`config.mk`:
```
export PLATFORM = sky130hd
export DESIGN_NAME = store_align_buffer
export DESIGN_NICKNAME = d
export VERILOG_FILES = /design/src/rtl/mips_mem_pkg.sv /design/src/rtl/store_lane_align.sv /design/src/rtl/store_align_buffer.sv
export SDC_FILE = /design/constraint.sdc
export NUM_CORES = 1
export LEC_CHECK = 0
export BUFFER_PORTS_ARGS = -buffer_cell sky130_fd_sc_hd__buf_2
export CORE_MARGIN = 2
export CORE_UTILIZATION = 50
export DETAILED_ROUTE_END_ITERATION = 10
export PLACE_DENSITY = 0.72
export SETUP_SLACK_MARGIN = 0.05
export SYNTH_ARGS = -nofsm -noshare
export SYNTH_HDL_FRONTEND = slang
export SYNTH_SLANG_ARGS = --single-unit
```
`constraint.sdc`:
```
create_clock -name clk -period 6.6 [get_ports clk]
set_input_delay 0.99 -clock clk [delete_from_list [all_inputs] [get_ports clk]]
set_output_delay 0.99 -clock clk [all_outputs]
set_load 0.01 [all_outputs]
```
`src/rtl/mips_mem_pkg.sv`:
```
// Shared store-path types: access sizes, FIFO entry layout and occupancy states.
package mips_mem_pkg;

    localparam int MEM_ADDR_W = 32;
    localparam int MEM_DATA_W = 32;
    localparam int NUM_LANES  = 4;

    localparam logic [NUM_LANES-1:0] BE_ALL = 4'b1111;

    typedef enum logic [1:0] {
        SIZE_BYTE = 2'b00,
        SIZE_HALF = 2'b01,
        SIZE_WORD = 2'b10,
        SIZE_RSVD = 2'b11
    } mem_size_e;

    // One buffered write, already word-aligned and lane-replicated.
    typedef struct packed {
        logic [MEM_ADDR_W-1:0] addr;
        logic [MEM_DATA_W-1:0] wdata;
        logic [NUM_LANES-1:0]  be;
    } store_entry_t;

    typedef enum logic [1:0] {
        OCC_EMPTY,
        OCC_PARTIAL,
        OCC_FULL
    } occ_e;

endpackage

```
`src/rtl/store_lane_align.sv`:
```
// Combinational lane steering: replicates right-justified store data across
// byte lanes, builds byte enables and flags stores that break natural alignment.
module store_lane_align
    import mips_mem_pkg::*;
(
    input  mem_size_e                  size,
    input  logic [1:0]                 addr_lo,
    input  logic [MEM_DATA_W-1:0]      data,
    output logic [MEM_DATA_W-1:0]      wdata,
    output logic [NUM_LANES-1:0]       be,
    output logic                       misaligned
);

    // Decode size and low address bits into lane data, enables and alignment error.
    // NOTE: every output gets a default before the case so no path leaves one unassigned (no latch).
    always_comb begin
        wdata      = data;
        be         = '0;
        misaligned = 1'b0;
        case (size)
            SIZE_BYTE: begin
                be    = 4'b0001 << addr_lo;
                wdata = {4{data[7:0]}};
            end
            SIZE_HALF: begin
                be         = addr_lo[1] ? 4'b1100 : 4'b0011;
                wdata      = {2{data[15:0]}};
                misaligned = addr_lo[0];
            end
            SIZE_WORD: begin
                be         = BE_ALL;
                misaligned = (addr_lo != 2'b00);
            end
            default: begin
                misaligned = 1'b1;
            end
        endcase
    end

endmodule

```
`src/rtl/store_align_buffer.sv`:
```
// Store buffer between the MEM stage and the data-memory write port: aligns
// core stores, queues up to DEPTH of them and drains them in order.
module store_align_buffer
    import mips_mem_pkg::*;
#(
    parameter int DEPTH  = 2,
    parameter int ADDR_W = MEM_ADDR_W,
    parameter int DATA_W = MEM_DATA_W
) (
    input  logic              clk,
    input  logic              rst,
    input  logic              st_valid,
    output logic              st_ready,
    input  logic [1:0]        st_size,
    input  logic [ADDR_W-1:0] st_addr,
    input  logic [DATA_W-1:0] st_data,
    output logic              mem_valid,
    input  logic              mem_ready,
    output logic [ADDR_W-1:0] mem_addr,
    output logic [DATA_W-1:0] mem_wdata,
    output logic [3:0]        mem_be,
    output logic              misalign_err,
    output logic              busy
);

    localparam int PTR_W = $clog2(DEPTH);
    localparam int CNT_W = PTR_W + 1;

    store_entry_t             fifo_q [DEPTH];
    store_entry_t             fifo_d [DEPTH];
    logic [PTR_W-1:0]         wr_ptr_q, wr_ptr_d;
    logic [PTR_W-1:0]         rd_ptr_q, rd_ptr_d;
    logic [CNT_W-1:0]         count_q, count_d;
    logic                     misalign_err_q, misalign_err_d;

    store_entry_t             new_entry;
    store_entry_t             head;
    logic [DATA_W-1:0]        lane_wdata;
    logic [3:0]               lane_be;
    logic                     misaligned;
    occ_e                     occ;
    logic                     accept;
    logic                     enq;
    logic                     deq;

    store_lane_align u_lane_align (
        .size       (mem_size_e'(st_size)),
        .addr_lo    (st_addr[1:0]),
        .data       (st_data),
        .wdata      (lane_wdata),
        .be         (lane_be),
        .misaligned (misaligned)
    );

    // Classify occupancy from the count; EMPTY/FULL drive the handshakes.
    always_comb begin
        if (count_q == '0) begin
            occ = OCC_EMPTY;
        end else if (count_q == CNT_W'(DEPTH)) begin
            occ = OCC_FULL;
        end else begin
            occ = OCC_PARTIAL;
        end
    end

    // Handshakes are registered-state only: a full buffer never accepts, even while draining.
    assign st_ready  = (occ != OCC_FULL) && !rst;
    assign mem_valid = (occ != OCC_EMPTY);
    assign busy      = mem_valid;

    assign accept = st_valid && st_ready;
    assign enq    = accept && !misaligned;
    assign deq    = mem_valid && mem_ready;

    assign new_entry = '{addr:  {st_addr[ADDR_W-1:2], 2'b00},
                         wdata: lane_wdata,
                         be:    lane_be};

    // Head fields are forced to zero when empty so stale storage never shows on the port.
    assign head      = fifo_q[rd_ptr_q];
    assign mem_addr  = mem_valid ? head.addr  : '0;
    assign mem_wdata = mem_valid ? head.wdata : '0;
    assign mem_be    = mem_valid ? head.be    : '0;

    assign misalign_err = misalign_err_q;

    // Next-state for storage, pointers, count and the rejected-store pulse.
    always_comb begin
        fifo_d         = fifo_q;
        wr_ptr_d       = wr_ptr_q;
        rd_ptr_d       = rd_ptr_q;
        count_d        = count_q;
        misalign_err_d = accept && misaligned;
        if (enq) begin
            fifo_d[wr_ptr_q] = new_entry;
            wr_ptr_d         = wr_ptr_q + 1'b1;
        end
        if (deq) begin
            rd_ptr_d = rd_ptr_q + 1'b1;
        end
        case ({enq, deq})
            2'b10:   count_d = count_q + 1'b1;
            2'b01:   count_d = count_q - 1'b1;
            default: count_d = count_q;
        endcase
    end

    // State registers with synchronous reset; reset discards all queued stores.
    // NOTE: sequential state uses non-blocking assignment so every flop samples pre-edge values.
    always_ff @(posedge clk) begin
        if (rst) begin
            wr_ptr_q       <= '0;
            rd_ptr_q       <= '0;
            count_q        <= '0;
            misalign_err_q <= 1'b0;
        end else begin
            wr_ptr_q       <= wr_ptr_d;
            rd_ptr_q       <= rd_ptr_d;
            count_q        <= count_d;
            misalign_err_q <= misalign_err_d;
        end
    end

    // Entry storage written on enqueue.
    // NOTE: storage is not reset; count gates visibility, so its contents after reset are never observed.
    always_ff @(posedge clk) begin
        fifo_q <= fifo_d;
    end

endmodule
```
== After elaboration in Yosys (flattened, before gate mapping) ==
Index checks and enable logic that the tools add are counted.
Word-level totals
  output and inout bits: 72
  input bits: 70
  word-level logic and storage cells: 55
  register bits: 141
Operators by class
  reductions and logical operators: 13
  bitwise gates (word level): 2
  order comparisons: 3
  multiplexer cells: 16
  shifts and indexed selects: 1
  eq/ne operators: 6
  $add $sub $neg: 4
Operators by type and width (count)
  68-bit 2-to-1 mux: 4
  136-bit bitwise mux: 1
  68-bit demux with 1-bit select: 1
  32-bit 2-to-1 mux: 2
  32-bit case mux with 2 select lines: 1
  4-bit case mux with 3 select lines: 1
  4-bit 2-to-1 mux: 2
  2-bit == test, second input constant: 3
  1-bit logical AND: 6
  2-bit nonzero test: 3
  2-bit by 1-bit == test with 1-bit output, second input constant: 2
  2-bit >= comparator, second input constant: 2
  2-bit zero test: 2
  2-bit 2-to-1 mux: 2
  1-bit inverter with 2-bit output: 2
  2-bit case mux with 2 select lines: 1
  1-bit by 2-bit left shift with 4-bit output, first input constant: 1
  1-bit case mux with 3 select lines: 1
  1-bit adder, second input constant: 2
  2-bit by 1-bit adder with 2-bit output, second input constant: 1
  1-bit zero test: 2
  2-bit by 1-bit < comparator with 1-bit output, second input constant: 1
  2-bit != test, second input constant: 1
  2-bit by 1-bit subtractor with 2-bit output, second input constant: 1

== Depth between registers and ports, before layout ==
  depth in word-level cells: 9
  depth in mapped cells: 7
  gate-level depth less buffers: 6

== Cells and area by module ==
A second synthesis with hierarchy kept.
Second synthesis, totals
  cell total of the unflattened synthesis: 380
  area total of the unflattened synthesis: 5788.1 sq um
Modules (own cells, without submodules)
  store_align_buffer: seq. area each 4063.9 sq um, area each 5213.8 sq um, cells each 312, times used 1
  store_lane_align: seq. area each 0.0 sq um, area each 574.3 sq um, cells each 68, times used 1

== Least setup slack after synthesis ==
OpenSTA, ideal clock, no wires.
  path kind: input to register
  start point: in st_size[0]
  end point: reg fifo_q[0] (netlist bit) (enable)
  stages: 4
  setup time: 0.491 ns
  data required time: 6.109 ns
  arrival: 4.280 ns
  path buffers: 1
  path slack: 1.830 ns
  path through: buf_6 nor3_4 o2111ai_2 nor2_1
On the way
  longest elaborated chain between the ends: 4
  elaborated cells on any way between the ends: 6
  classes of those cells: eq/ne (2); mux (1); reduce/logical (3)
RTL lines
  start: declaration: RTL line store_align_buffer.sv:14  | input logic [1:0] st_size,
  2-bit == test (tied with other cells): RTL line store_lane_align.sv:20  | case (size)
  1-bit case mux with 3 select lines *: RTL line store_lane_align.sv:20
  1-bit zero test *: RTL line store_align_buffer.sv:72  | assign enq = accept && !misaligned;
  1-bit logical AND *: RTL line store_align_buffer.sv:72
  end signal: assignment: RTL line store_align_buffer.sv:127  | fifo_q <= fifo_d;
  end: declaration: RTL line store_align_buffer.sv:29  | store_entry_t fifo_q [DEPTH];
Mark *: on every way between the ends. The rest lies on a longest branch, timed or not.
A chain may end at the register's enable or synchronous reset.

== Worst setup path after layout ==
  start point: reg count_q[1]
  end point: out mem_wdata[27]
On the way
  longest elaborated chain between the ends: 5
  elaborated cells on any way between the ends: 6
  classes of those cells: eq/ne (1); mux (3); reduce/logical (2)
RTL lines
  start: declaration: RTL line store_align_buffer.sv:33  | logic [CNT_W-1:0] count_q, count_d;
  start signal: assignment: RTL line store_align_buffer.sv:119  | count_q <= count_d;
  2-bit == test: RTL line store_align_buffer.sv:59  | end else if (count_q == CNT_W'(DEPTH)) begin
  2-bit 2-to-1 mux: RTL line store_align_buffer.sv:59
  2-bit 2-to-1 mux *: RTL line store_align_buffer.sv:57  | if (count_q == '0) begin
  2-bit nonzero test *: RTL line store_align_buffer.sv:68  | assign mem_valid = (occ != OCC_EMPTY);
  32-bit 2-to-1 mux *: RTL line store_align_buffer.sv:82  | assign mem_wdata = mem_valid ? head.wdata : '0;
  end: declaration: RTL line store_align_buffer.sv:20  | output logic [DATA_W-1:0] mem_wdata,
Marks and branches as above.

==> impl_metrics.tcl <==
set metrics [dict create \
    cts_root_buffer "clkbuf_16" \
    vias_per_cell 5.098 \
    p_per_area_nw_per_um2 332.0 \
    synth_xor_area_share_pct 0.4610 \
    clkSlewWorstSetupHoldPaths_ns 0.06 \
    p_leak_nw 2.700 \
    grt_start_max_net_pins 68 \
    fin_setup_tns_ns 0 \
    dpl_cell_area_um2 6471 \
    setup_violations 0 \
    synth_cell_types 25 \
    dpl.hpwl_um 7278 \
    fin_skew_ns 0.006681 \
    yosysSeqAreaShare_pct 71.31 \
    grt_pass1_vias 3369 \
    multi_input_area_um2 1491 \
    synth_area_um2 5699 \
    yosys_warnings 0 \
    drv_slew 0 \
    die-width_um 110.8 \
    grt-ovfl-total 0 \
    postRouteAntennaNets 0 \
    clkLatencyLatePin_ns 0.41 \
    initial_core_util_pct 51.89 \
    drc 0 \
    vias 3375 \
    finalCritPeriodShare_pct 47.97 \
    cts_inserted_buffers 17 \
    path_max_fanout 36 \
    cts_sinks 137 \
    synthCells 371 \
    cts_tree "built" \
    synthSimpleGateAreaFrac_pct 6.367 \
    synth-compound-area-share_pct 1.910 \
    area_growth_pct 24.19 \
    ir_drop_uv 198.9 \
    dp.cells 630 \
    cts_resized 0 \
    max_cap_viol_count 0 \
    num_rows 38 \
    io_buffer_count 139 \
    run_status "complete, no violations" \
    fin_crit_ns 3.166 \
    diodes 0 \
    crit_arrival_ns 2.18 \
    synthAdderAreaFrac_pct 0.2195 \
    coreArea_um2 10980 \
    fill_cells 839 \
    relSlewSlack_pct 20.96 \
    dr.pass1.iters 4 \
    die_h_um 110.8 \
    synth_top_family_by_area "multiplexers" \
    seqCellArea_um2 4068 \
    grt_pass1_wl_um 17200 \
    yosys.area.top_type "edfxtp_1" \
    syn_area_per_cell_um2 15.36 \
    endpoint_kind "output port" \
    ys_ff_latch 137 \
    final_cells 662 \
    drive_above_1_share_pct 37.16 \
    htree_num_levels 4 \
    fin_area_um2 7078 \
    ios 142 \
    grt.total_usage_pct 18.30 \
    synth_mux_area_share_pct 16.68 \
    rsz0062_at_grt "false" \
    max_freq_mhz 315.8 \
    gp_congestion 0.7734 \
    cts_setup_buffers 0 \
    fin_nets 580 \
    synth_top_area_share_pct 69.55 \
    die_area_um2 12270 \
    clockBufferDepth 2 \
    post_drt_wl_per_cell_um 16.67 \
    crit_type "register to output port" \
    cp.required_ns 5.61 \
    hp-class "register to register" \
    antenna_found_initial 0 \
    hold_violations 0 \
    synthTopCellsByArea "edfxtp_1 70%, mux2i_1 14%, nor2_1 4.7%, mux2_2 3.2%, dfxtp_1 1.8%" \
    drt-total-wl_um 11040 \
    cp-start-kind "register" \
    holdBufCountCts 0 \
    drtIter0Drc 220 \
    worstMarginPinSlew_ns 1.186 \
]
==> worst max-delay path, stage by stage, from the launching register on <==
cell     delay (ns)
dfxtp_1        0.36
nor2_4         0.60
buf_4          0.49
nor2_1         0.15
buf_2          0.17
==> cell usage after synthesis (all sizes together) <==
| cell | n |
|---|---|
| edfxtp | 132 |
| mux2i | 77 |
| ha | 1 |
| inv | 5 |
| nand2 | 9 |
| and2 | 1 |
| a21oi | 6 |
| nand2b | 2 |
| nor2 | 73 |
| and3 | 1 |
| xnor2 | 1 |
| nor3 | 1 |
| o21ai | 12 |
| conb | 1 |
| mux2 | 16 |
| or3 | 1 |
| clkbuf | 5 |
| dfxtp | 5 |
| buf | 19 |
| o2111ai | 1 |
| xor2 | 2 |
==> cell usage in the layout, fill, tap and decap left out, types with 5 or more instances in the layout <==
cell and n:
a21oi_1 5, nand2_1 9, clkbuf_16 17, o21ai_0 12
nor2_1 69, inv_1 5, edfxtp_1 132, mux2i_1 77
mux2_2 16, buf_2 139
==> layer usage <==
layer / global-route usage (%) / part of all wire (%) / wire length (um) / vias up
li1: - / - / - / 1630
met1: 23.71 / 44 / 4882 / 1604
met2: 29.57 / 48 / 5308 / 128
met3: 5.905 / 6.3 / 700 / 13
met4: 5.750 / 1.3 / 144 / 0
met5: 0 / 0 / 0 / -
==> area by class of cell <==
class	instances	share of cell area (%)
clock buffer	17	6.010
clock inverter	15	2.563
inverter	5	0.2652
multi-input combinational	206	21.07
sequential	137	57.47
tap	140	2.475
timing repair buffer	142	10.15
==> registers in the layout, indices dropped and copies added (netlist names) <==
register      count
fifo_q          132
misalign_err      1
count_q           2
rd_ptr_q          1
wr_ptr_q          1
==> worst paths after layout <==
| check | depth (start not counted) | from | end | slack (ns) |
|---|---|---|---|---|
| max reg2reg | 4 | count_q[0] | fifo_q[133] | 4.03 |
| min | 1 | wr_ptr_q | wr_ptr_q | 0.52 |
| min reg2reg | 1 | wr_ptr_q | wr_ptr_q | 0.52 |
| max | 4 | count_q[1] | mem_wdata[27] | 3.43 |
==> per-stage QoR <==
stage          setup WS [ns]  util, %  total power [W]  hold WS [ns]
2_1_floorplan          1.830        -         0.001272        0.4501
3_3_place_gp           3.085    58.92         0.001405        0.4914
3_5_place_dp           3.009    58.92         0.001411        0.5170
4_1_cts                3.366    64.45         0.002374        0.5297
5_1_grt                3.265    64.45         0.002446        0.5591
6_report               3.434    64.45         0.002350        0.5241
==> cells by family after synthesis <==
logic type / count (synthesis)
AOI/OAI and AO/OA: 19
xor gates and xnor gates: 3
adders and majority gates: 1
buffers and inverters: 29
DFF: 137
muxes: 93
other: 1
and+or+nand+nor: 88
==> report_power, final <==
part	leakage [nW]	internal, W	switching (W)	total (W)
clock	0.289	0.000625	0.000338	0.000963
sequential	1.24	0.000987	0.0000469	0.00103
combinational	1.17	0.000156	0.000197	0.000353
(Power assumes the default switching activity.)
